==> src/rtl/br_result_update_queue.sv <==
// br_result_update_queue
//
// Collects resolved branch outcomes from the integer execution lanes and
// drains them in resolution order into the PHT write ports of the
// per-address branch predictor. Each stored entry already holds the PHT
// index and the next saturating-counter value, so the predictor side only
// has to write. At most one write per PHT bank (index[0]) is issued per
// cycle; the first bank conflict ends the pop group for that cycle.
//
// Ports
//   clk, rst         clock, synchronous active-high reset
//   brValid[]        lane carries a resolved branch
//   brAddr[]         branch PC
//   execTaken[]      actual direction
//   mispred[]        prediction was wrong
//   isCondBr[]       conditional branch
//   prevCounter[]    counter value read at predict time
//   pushReady        a full push group fits this cycle
//   updStall         predictor cannot accept writes
//   updValid[]       write port active, entry dequeues at this edge
//   updIndex[]       PHT write address
//   updCounter[]     new counter value
//   updTaken[], updMispred[], updIsCondBr[]  passed through for history repair
//   dropCount        results lost while not ready (saturating)
module br_result_update_queue #(
    parameter int ENTRY_NUM           = 8,
    parameter int PUSH_WIDTH          = 2,
    parameter int POP_WIDTH           = 2,
    parameter int ADDR_WIDTH          = 32,
    parameter int INSN_ADDR_BIT_WIDTH = 2,
    parameter int INDEX_WIDTH         = 10,
    parameter int COUNTER_WIDTH       = 2
) (
    input  logic                     clk,
    input  logic                     rst,
    input  logic                     brValid     [PUSH_WIDTH],
    input  logic [ADDR_WIDTH-1:0]    brAddr      [PUSH_WIDTH],
    input  logic                     execTaken   [PUSH_WIDTH],
    input  logic                     mispred     [PUSH_WIDTH],
    input  logic                     isCondBr    [PUSH_WIDTH],
    input  logic [COUNTER_WIDTH-1:0] prevCounter [PUSH_WIDTH],
    output logic                     pushReady,
    input  logic                     updStall,
    output logic                     updValid    [POP_WIDTH],
    output logic [INDEX_WIDTH-1:0]   updIndex    [POP_WIDTH],
    output logic [COUNTER_WIDTH-1:0] updCounter  [POP_WIDTH],
    output logic                     updTaken    [POP_WIDTH],
    output logic                     updMispred  [POP_WIDTH],
    output logic                     updIsCondBr [POP_WIDTH],
    output logic [15:0]              dropCount
);

    localparam int PTR_W = $clog2(ENTRY_NUM);
    localparam int CNT_W = PTR_W + 1;
    localparam logic [CNT_W-1:0]         CNT_ONE = 1;
    localparam logic [COUNTER_WIDTH-1:0] CTR_ONE = 1;
    localparam logic [COUNTER_WIDTH-1:0] CTR_MAX = '1;

    logic [PTR_W-1:0] head;
    logic [PTR_W-1:0] tail;
    logic [CNT_W-1:0] count;
    logic [15:0]      drop_count;

    logic [INDEX_WIDTH-1:0]   ent_index   [ENTRY_NUM];
    logic [COUNTER_WIDTH-1:0] ent_counter [ENTRY_NUM];
    logic                     ent_taken   [ENTRY_NUM];
    logic                     ent_mispred [ENTRY_NUM];
    logic                     ent_cond    [ENTRY_NUM];

    logic                     push_ready;
    logic [CNT_W-1:0]         valid_num;
    logic [CNT_W-1:0]         push_num;
    logic [PTR_W-1:0]         lane_slot   [PUSH_WIDTH];
    logic [INDEX_WIDTH-1:0]   new_index   [PUSH_WIDTH];
    logic [COUNTER_WIDTH-1:0] new_counter [PUSH_WIDTH];
    logic [16:0]              drop_sum;
    logic [15:0]              drop_next;

    logic [CNT_W-1:0]         pop_num;
    logic                     pop_blocked;
    logic                     lane_ok;
    logic [PTR_W-1:0]         pop_slot;
    logic [PTR_W-1:0]         prev_slot;

    // Upper address bits do not take part in indexing.
    logic                     unused_addr_bits;

    assign pushReady = push_ready;
    assign dropCount = drop_count;

    // Push side. Space is judged on the start-of-cycle count, so pops in
    // the same cycle never make room for pushes. Valid lanes are packed
    // behind the tail in lane order; the running valid count gives each
    // lane its slot, so invalid lanes leave no hole.
    always_comb begin
        push_ready       = !rst && ((ENTRY_NUM - int'(count)) >= PUSH_WIDTH);
        valid_num        = '0;
        unused_addr_bits = 1'b0;
        for (int l = 0; l < PUSH_WIDTH; l++) begin
            lane_slot[l] = tail + valid_num[PTR_W-1:0];
            new_index[l] = brAddr[l][INDEX_WIDTH-1+INSN_ADDR_BIT_WIDTH:INSN_ADDR_BIT_WIDTH];
            if (execTaken[l]) begin
                new_counter[l] = (prevCounter[l] == CTR_MAX) ? prevCounter[l]
                                                             : prevCounter[l] + CTR_ONE;
            end else begin
                new_counter[l] = (prevCounter[l] == '0) ? prevCounter[l]
                                                        : prevCounter[l] - CTR_ONE;
            end
            if (brValid[l]) begin
                valid_num = valid_num + CNT_ONE;
            end
            unused_addr_bits = unused_addr_bits ^ (^brAddr[l]);
        end
        push_num  = push_ready ? valid_num : '0;
        drop_sum  = {1'b0, drop_count} + 17'(valid_num);
        drop_next = drop_sum[16] ? 16'hFFFF : drop_sum[15:0];
    end

    // Pop side. Lanes are presented straight from the head entries and
    // granted strictly in order: a lane is refused when the queue is too
    // shallow or its bank matches any earlier lane, and a refusal stops all
    // later lanes so the predictor always sees updates in resolution order.
    always_comb begin
        pop_num     = '0;
        pop_blocked = rst || updStall;
        lane_ok     = 1'b0;
        pop_slot    = head;
        prev_slot   = head;
        for (int i = 0; i < POP_WIDTH; i++) begin
            pop_slot       = head + PTR_W'(i);
            updIndex[i]    = ent_index[pop_slot];
            updCounter[i]  = ent_counter[pop_slot];
            updTaken[i]    = ent_taken[pop_slot];
            updMispred[i]  = ent_mispred[pop_slot];
            updIsCondBr[i] = ent_cond[pop_slot];
            lane_ok        = !pop_blocked && (int'(count) > i);
            for (int j = 0; j < i; j++) begin
                prev_slot = head + PTR_W'(j);
                if (ent_index[prev_slot][0] == ent_index[pop_slot][0]) begin
                    lane_ok = 1'b0;
                end
            end
            updValid[i] = lane_ok;
            if (lane_ok) begin
                pop_num = pop_num + CNT_ONE;
            end else begin
                pop_blocked = 1'b1;
            end
        end
    end

    // Pointers wrap naturally at the power-of-two depth. Drops are counted
    // only outside reset, since push_ready is forced low during reset.
    always_ff @(posedge clk) begin
        if (rst) begin
            head       <= '0;
            tail       <= '0;
            count      <= '0;
            drop_count <= '0;
        end else begin
            head  <= head + pop_num[PTR_W-1:0];
            tail  <= tail + push_num[PTR_W-1:0];
            count <= count + push_num - pop_num;
            if (!push_ready) begin
                drop_count <= drop_next;
            end
        end
    end

    // Entry storage needs no reset: only slots between head and tail are
    // ever granted.
    always_ff @(posedge clk) begin
        if (push_ready) begin
            for (int l = 0; l < PUSH_WIDTH; l++) begin
                if (brValid[l]) begin
                    ent_index[lane_slot[l]]   <= new_index[l];
                    ent_counter[lane_slot[l]] <= new_counter[l];
                    ent_taken[lane_slot[l]]   <= execTaken[l];
                    ent_mispred[lane_slot[l]] <= mispred[l];
                    ent_cond[lane_slot[l]]    <= isCondBr[l];
                end
            end
        end
    end

endmodule

==> config.mk <==
export PLATFORM = sky130hd
export DESIGN_NAME = br_result_update_queue
export DESIGN_NICKNAME = d
export VERILOG_FILES = /design/src/rtl/br_result_update_queue.sv
export SDC_FILE = /design/constraint.sdc
export NUM_CORES = 1
export LEC_CHECK = 0
export CORE_UTILIZATION = 30
export DETAILED_ROUTE_END_ITERATION = 8
export SYNTH_ARGS = -nofsm -noshare
export SYNTH_HDL_FRONTEND = slang
export SYNTH_SLANG_ARGS = --single-unit
==> constraint.sdc <==
create_clock -name clk -period 4.8 [get_ports clk]
set_input_delay 0.96 -clock clk [delete_from_list [all_inputs] [get_ports clk]]
set_output_delay 0.96 -clock clk [all_outputs]
set_load 0.05 [all_outputs]
## After elaboration in Yosys (flattened, before gate mapping)

Memory sizes are Yosys's and may differ from the RTL's. A register that Yosys moved wholly into a read port is not among the register bits.
Cells that the tools add are included.

- Register bits after elaboration: 26
- RAM bits: 120
- Input bits: 79
- Output and inout bits: 49
- Word-level logic and storage cells: 63
- Memories kept: 5

- $add $sub $neg: 14
- Magnitude comparators: 3
- Equality and inequality tests: 3
- Multiplexer cells: 25
- Reductions and logical operators: 9

Memory list:

| memory | words | bits a word | read ports | clocked after Yosys merged registers in | wr ports | line | RTL |
|---|---|---|---|---|---|---|---|
| ent_index | 8 | 10 | 2 | 1 | 2 | 64 | `logic [INDEX_WIDTH-1:0] ent_index [ENTRY_NUM];` |
| ent_counter | 8 | 2 | 2 | 1 | 2 | 65 | `logic [COUNTER_WIDTH-1:0] ent_counter [ENTRY_NUM];` |
| ent_cond | 8 | 1 | 2 | 1 | 2 | 68 | `logic ent_cond [ENTRY_NUM];` |
| ent_mispred | 8 | 1 | 2 | 1 | 2 | 67 | `logic ent_mispred [ENTRY_NUM];` |
| ent_taken | 8 | 1 | 2 | 1 | 2 | 66 | `logic ent_taken [ENTRY_NUM];` |

Operators by type and width:

| kind | count |
|---|---|
| adder 16 x 4 -> 17 bit | 1 |
| 2-to-1 mux 16 bit | 1 |
| 2-to-1 mux 3 bit | 5 |
| 2-to-1 mux 2 bit | 6 |
| 2-to-1 mux 4 bit | 3 |
| 2-to-1 mux 1 bit | 10 |
| adder 3 bit | 3 |
| adder 4 x 1 -> 4 bit, second input constant | 2 |
| greater-than comparator 4 x 1 -> 1 bit, second input constant | 2 |
| greater-or-equal comparator 5 x 3 -> 1 bit, second input constant | 1 |
| subtractor 4 x 4 -> 5 bit, first input constant | 1 |
| adder 2 x 1 -> 2 bit, second input constant | 2 |
| adder 4 bit | 1 |
| == test 2 bit, second input constant | 2 |
| zero test 2 bit | 2 |
| subtractor 2 x 1 -> 2 bit, second input constant | 2 |
| subtractor 4 bit | 1 |
| adder 3 x 1 -> 3 bit, second input constant | 1 |
| logical AND 1 bit | 3 |
| zero test 1 bit | 3 |
| == test 1 bit | 1 |
| logical OR 1 bit | 1 |

## Longest topological paths before layout

- Word-level depth: 10
- Mapped depth: 16
- Gate-level depth less buffers: 15

## Least setup slack after synthesis

No wires, ideal clock.

- Path kind: input port to flip-flop
- From: input rst
- To: register count[3]
- Library setup time: 0.127 ns
- Arrival time: 4.337 ns
- Data required time: 4.673 ns
- Path slack: 0.335 ns
- Stages on the path: 12
- Cells stage by stage: clkbuf_1 > a211oi_1 > nand3_1 > nor3b_1 > ha_1 > fa_1 > inv_1 > ha_1 > a21o_1 > a21oi_1 > xnor2_1 > nor2_1

RTL lines:

| item | line | RTL |
|---|---|---|
| start, declared | 35 | `input logic rst,` |
| end signal, assigned | 163 | `count <= count + push_num - pop_num;` |
| end, declared | 61 | `logic [CNT_W-1:0] count;` |

==> metrics.cfg <==
[timing]
slew_headroom=0.202
finalHoldViolCount=0
drv_slew=0
max_freq_mhz=242
min_period_ns=4.13
fin_skew_ns=0.0124
fin_ws_ns=0.666
setup_viol=0
rsz0062_at_grt=no
tightest_slew_ns=1.20
fin_tns_setup_ns=0
holdWs_ns=0.527
period_share=0.861

[critical_path]
crit_required_ns=3.84
worstPathMaxFanout=57
start_kind=flop
critPathArrivalTime_ns=3.17
cp-end-kind=output pin
crit_type=reg -> out

[cts]
clkLatencyLatePin_ns=0.43
clockRootBuffer=clkbuf_16
clk_pin_slew_ns=0.07
cts_setup_buffers=0
cts_sinks=146
cts_buffer_depth=2
htree_levels=4
ctsResizeCount=0
cts_hold_buf=0
cts_tree=built
numCtsBuffers=17

[synth]
synth-edff-count=120
yosysTopAreaCellShare=0.399
synthAdderAreaFrac=0.0433
synth_top_family_by_area=multiplexers
synthFlopType=edfxtp_1
async_reset_ff_frac=0
yosys_warnings=0
ys_ff_latch=146
synth-compound-area-share=0.0427
synthMuxAreaShare=0.354
synth_area_mm2=0.00902
synthTopCellsByArea=edfxtp_1, mux4_2, mux2_2
avgSynthCellArea_um2=15.5
synth_xor_xnor_area_share=0.00680
synthCells=582
synth_nets=686
synth-simple-area-share=0.0542
synth_cell_types=58
yosys.area.top_type=edfxtp_1
yosysSeqAreaShare=0.457

[layout]
diodes=0
fin_nets=775
n_fill_cell=2853
area_delta_synth_final_pct=20.9
drive_gt1_frac=0.395
final_cell_area_mm2=0.0109
stdcell_count=1074

[die]
die_h_um=175
num_rows=63
ioPinCount=128
start_util=0.304
core_area_mm2=0.0296
fp.dieArea_mm2=0.0308
die_x_um=175

[global_routing]
grt_pass1_vias=5650
grt_pass1_wl_um=33900
grt-ovfl-total=0
antenna_found_initial=0
grt.total_usage=0.150
grt_max_degree=58

[place]
place_congestion=0.705
hpwl_um=13700
place_ws_ns=0.729
io_buffers=83
dpl_cell_area_mm2=0.0103
place_inst=1042

[routing]
dr.pass1.iters=7
drt-vias-per-instance=5.06
wl_per_cell_um=20.7
wirelength_um=22200
vias=5436
first_iter_violations=231
post-route-drc-count=0
drtAntennaViolNets=0

[job]
maxCapViolations=0

[outcome]
status=finished clean

[power]
p_leak_nw=3.69
ir_worst_vdd_mv=0.252
powerDensity_mw_per_mm2=509

[hold_path]
hp-class=reg -> reg

[final cells by class]
type / instances / area (um2) / share of cell area
multi-input combinational: 373 / 4570 / 0.419
sequential: 146 / 4130 / 0.379
timing repair buffer: 108 / 1020 / 0.0938
tap: 390 / 488 / 0.0447
clock buffer: 17 / 425 / 0.0390
clock inverter: 15 / 175 / 0.0161
inverter: 25 / 93.8 / 0.00860
[metrics by stage]
step,utilization,power (W)
after floorplan,-,0.00354
after global placement,0.348,0.00422
after detailed placement,0.348,0.00424
after CTS,0.368,0.00561
after global routing,0.368,0.00580
final,0.368,0.00555
[worst max-delay path, cell delays in order, from the launching register on]
cell	delay, ns
dfxtp_4	0.40
buf_4	0.72
mux4_2	0.59
mux2_2	0.31
clkdlybuf4s50_1	0.71
[sequential cells by signal, indices dropped and copies added, names as in the netlist]
register / flops
ent_index: 80
dropCount: 16
ent_counter: 16
ent_cond: 8
ent_mispred: 8
ent_taken: 8
count: 4
head: 3
tail: 3
[where the power goes]
| group | internal, W | switching [W] | total [W] |
|---|---|---|---|
| Combinational | 0.00111 | 0.00149 | 0.00259 |
| Clock | 0.000782 | 0.000583 | 0.00136 |
| Sequential | 0.00151 | 0.0000784 | 0.00159 |
| Total | 0.00340 | 0.00215 | 0.00555 |
[final timing paths]
| check | start | endpoint | slack (ns) | cells past startpoint |
|---|---|---|---|---|
| worst max-delay path | head[0]$_SDFF_PP0_ | updCounter[0] | 0.67 | 4 |
| worst min-delay path | dropCount[0]$_SDFFE_PP0P_ | dropCount[0]$_SDFFE_PP0P_ | 0.53 | 2 |
| worst max register to register | head[1]$_SDFF_PP0_ | count[3]$_SDFF_PP0_ | 1.11 | 14 |
| worst min register to register | dropCount[0]$_SDFFE_PP0P_ | dropCount[0]$_SDFFE_PP0P_ | 0.53 | 2 |
[cells in the mapped netlist, types with 6 or more instances]
cell type	n
nor2_1	11
o31ai_1	6
mux4_2	60
clkbuf_1	8
edfxtp_1	120
a31oi_1	16
mux2_4	42
mux2i_1	16
ha_1	20
dfxtp_1	26
inv_1	22
buf_6	9
mux2_2	86
mux2_1	7
nand2_1	17
nand3_1	6
buf_2	11
[cells in the final DEF, fill, tap and decap left out, types with 3 or more instances in the layout]
cell type	netlist	routed
o31ai_1	6	4
mux2i_1	16	16
clkbuf_16	0	17
xnor2_1	4	4
mux4_2	60	60
dfxtp_1	26	24
ha_1	20	20
mux2_4	42	42
clkdlybuf4s50_1	0	80
nor2_1	11	11
inv_1	22	22
maj3_1	4	4
buf_4	1	27
a21oi_1	4	4
inv_6	0	4
nand3_1	6	6
a31oi_1	16	16
mux2_1	7	7
nor2b_1	5	5
clkinvlp_4	0	3
fa_1	5	5
and4_1	4	4
and3_1	3	3
a211oi_1	4	4
o21ai_0	4	4
or3_1	5	5
mux2_2	86	86
edfxtp_1	120	120
nor3_1	3	3
or4_1	4	4
nand2_1	17	17
[layer usage]
layer,vias up,part of all wire,track usage,routed length [um]
met1,2790,0.43,0.194,9660
li1,2514,-,-,-
met2,114,0.51,0.254,11300
met5,-,0,0,0
met3,18,0.047,0.0281,1050
met4,0,0.010,0.0428,222
[logic make-up (layout without fill, tap and decap cells)]
| group | count (synthesis) | count (layout) |
|---|---|---|
| xor gates and xnor gates | 7 | 7 |
| DFF | 146 | 146 |
| buffers and inverters | 63 | 165 |
| muxes | 211 | 211 |
| AOI/OAI and AO/OA | 52 | 52 |
| adders and majority gates | 29 | 29 |
| and+or+nand+nor | 74 | 74 |
(Power assumes the default switching activity.)
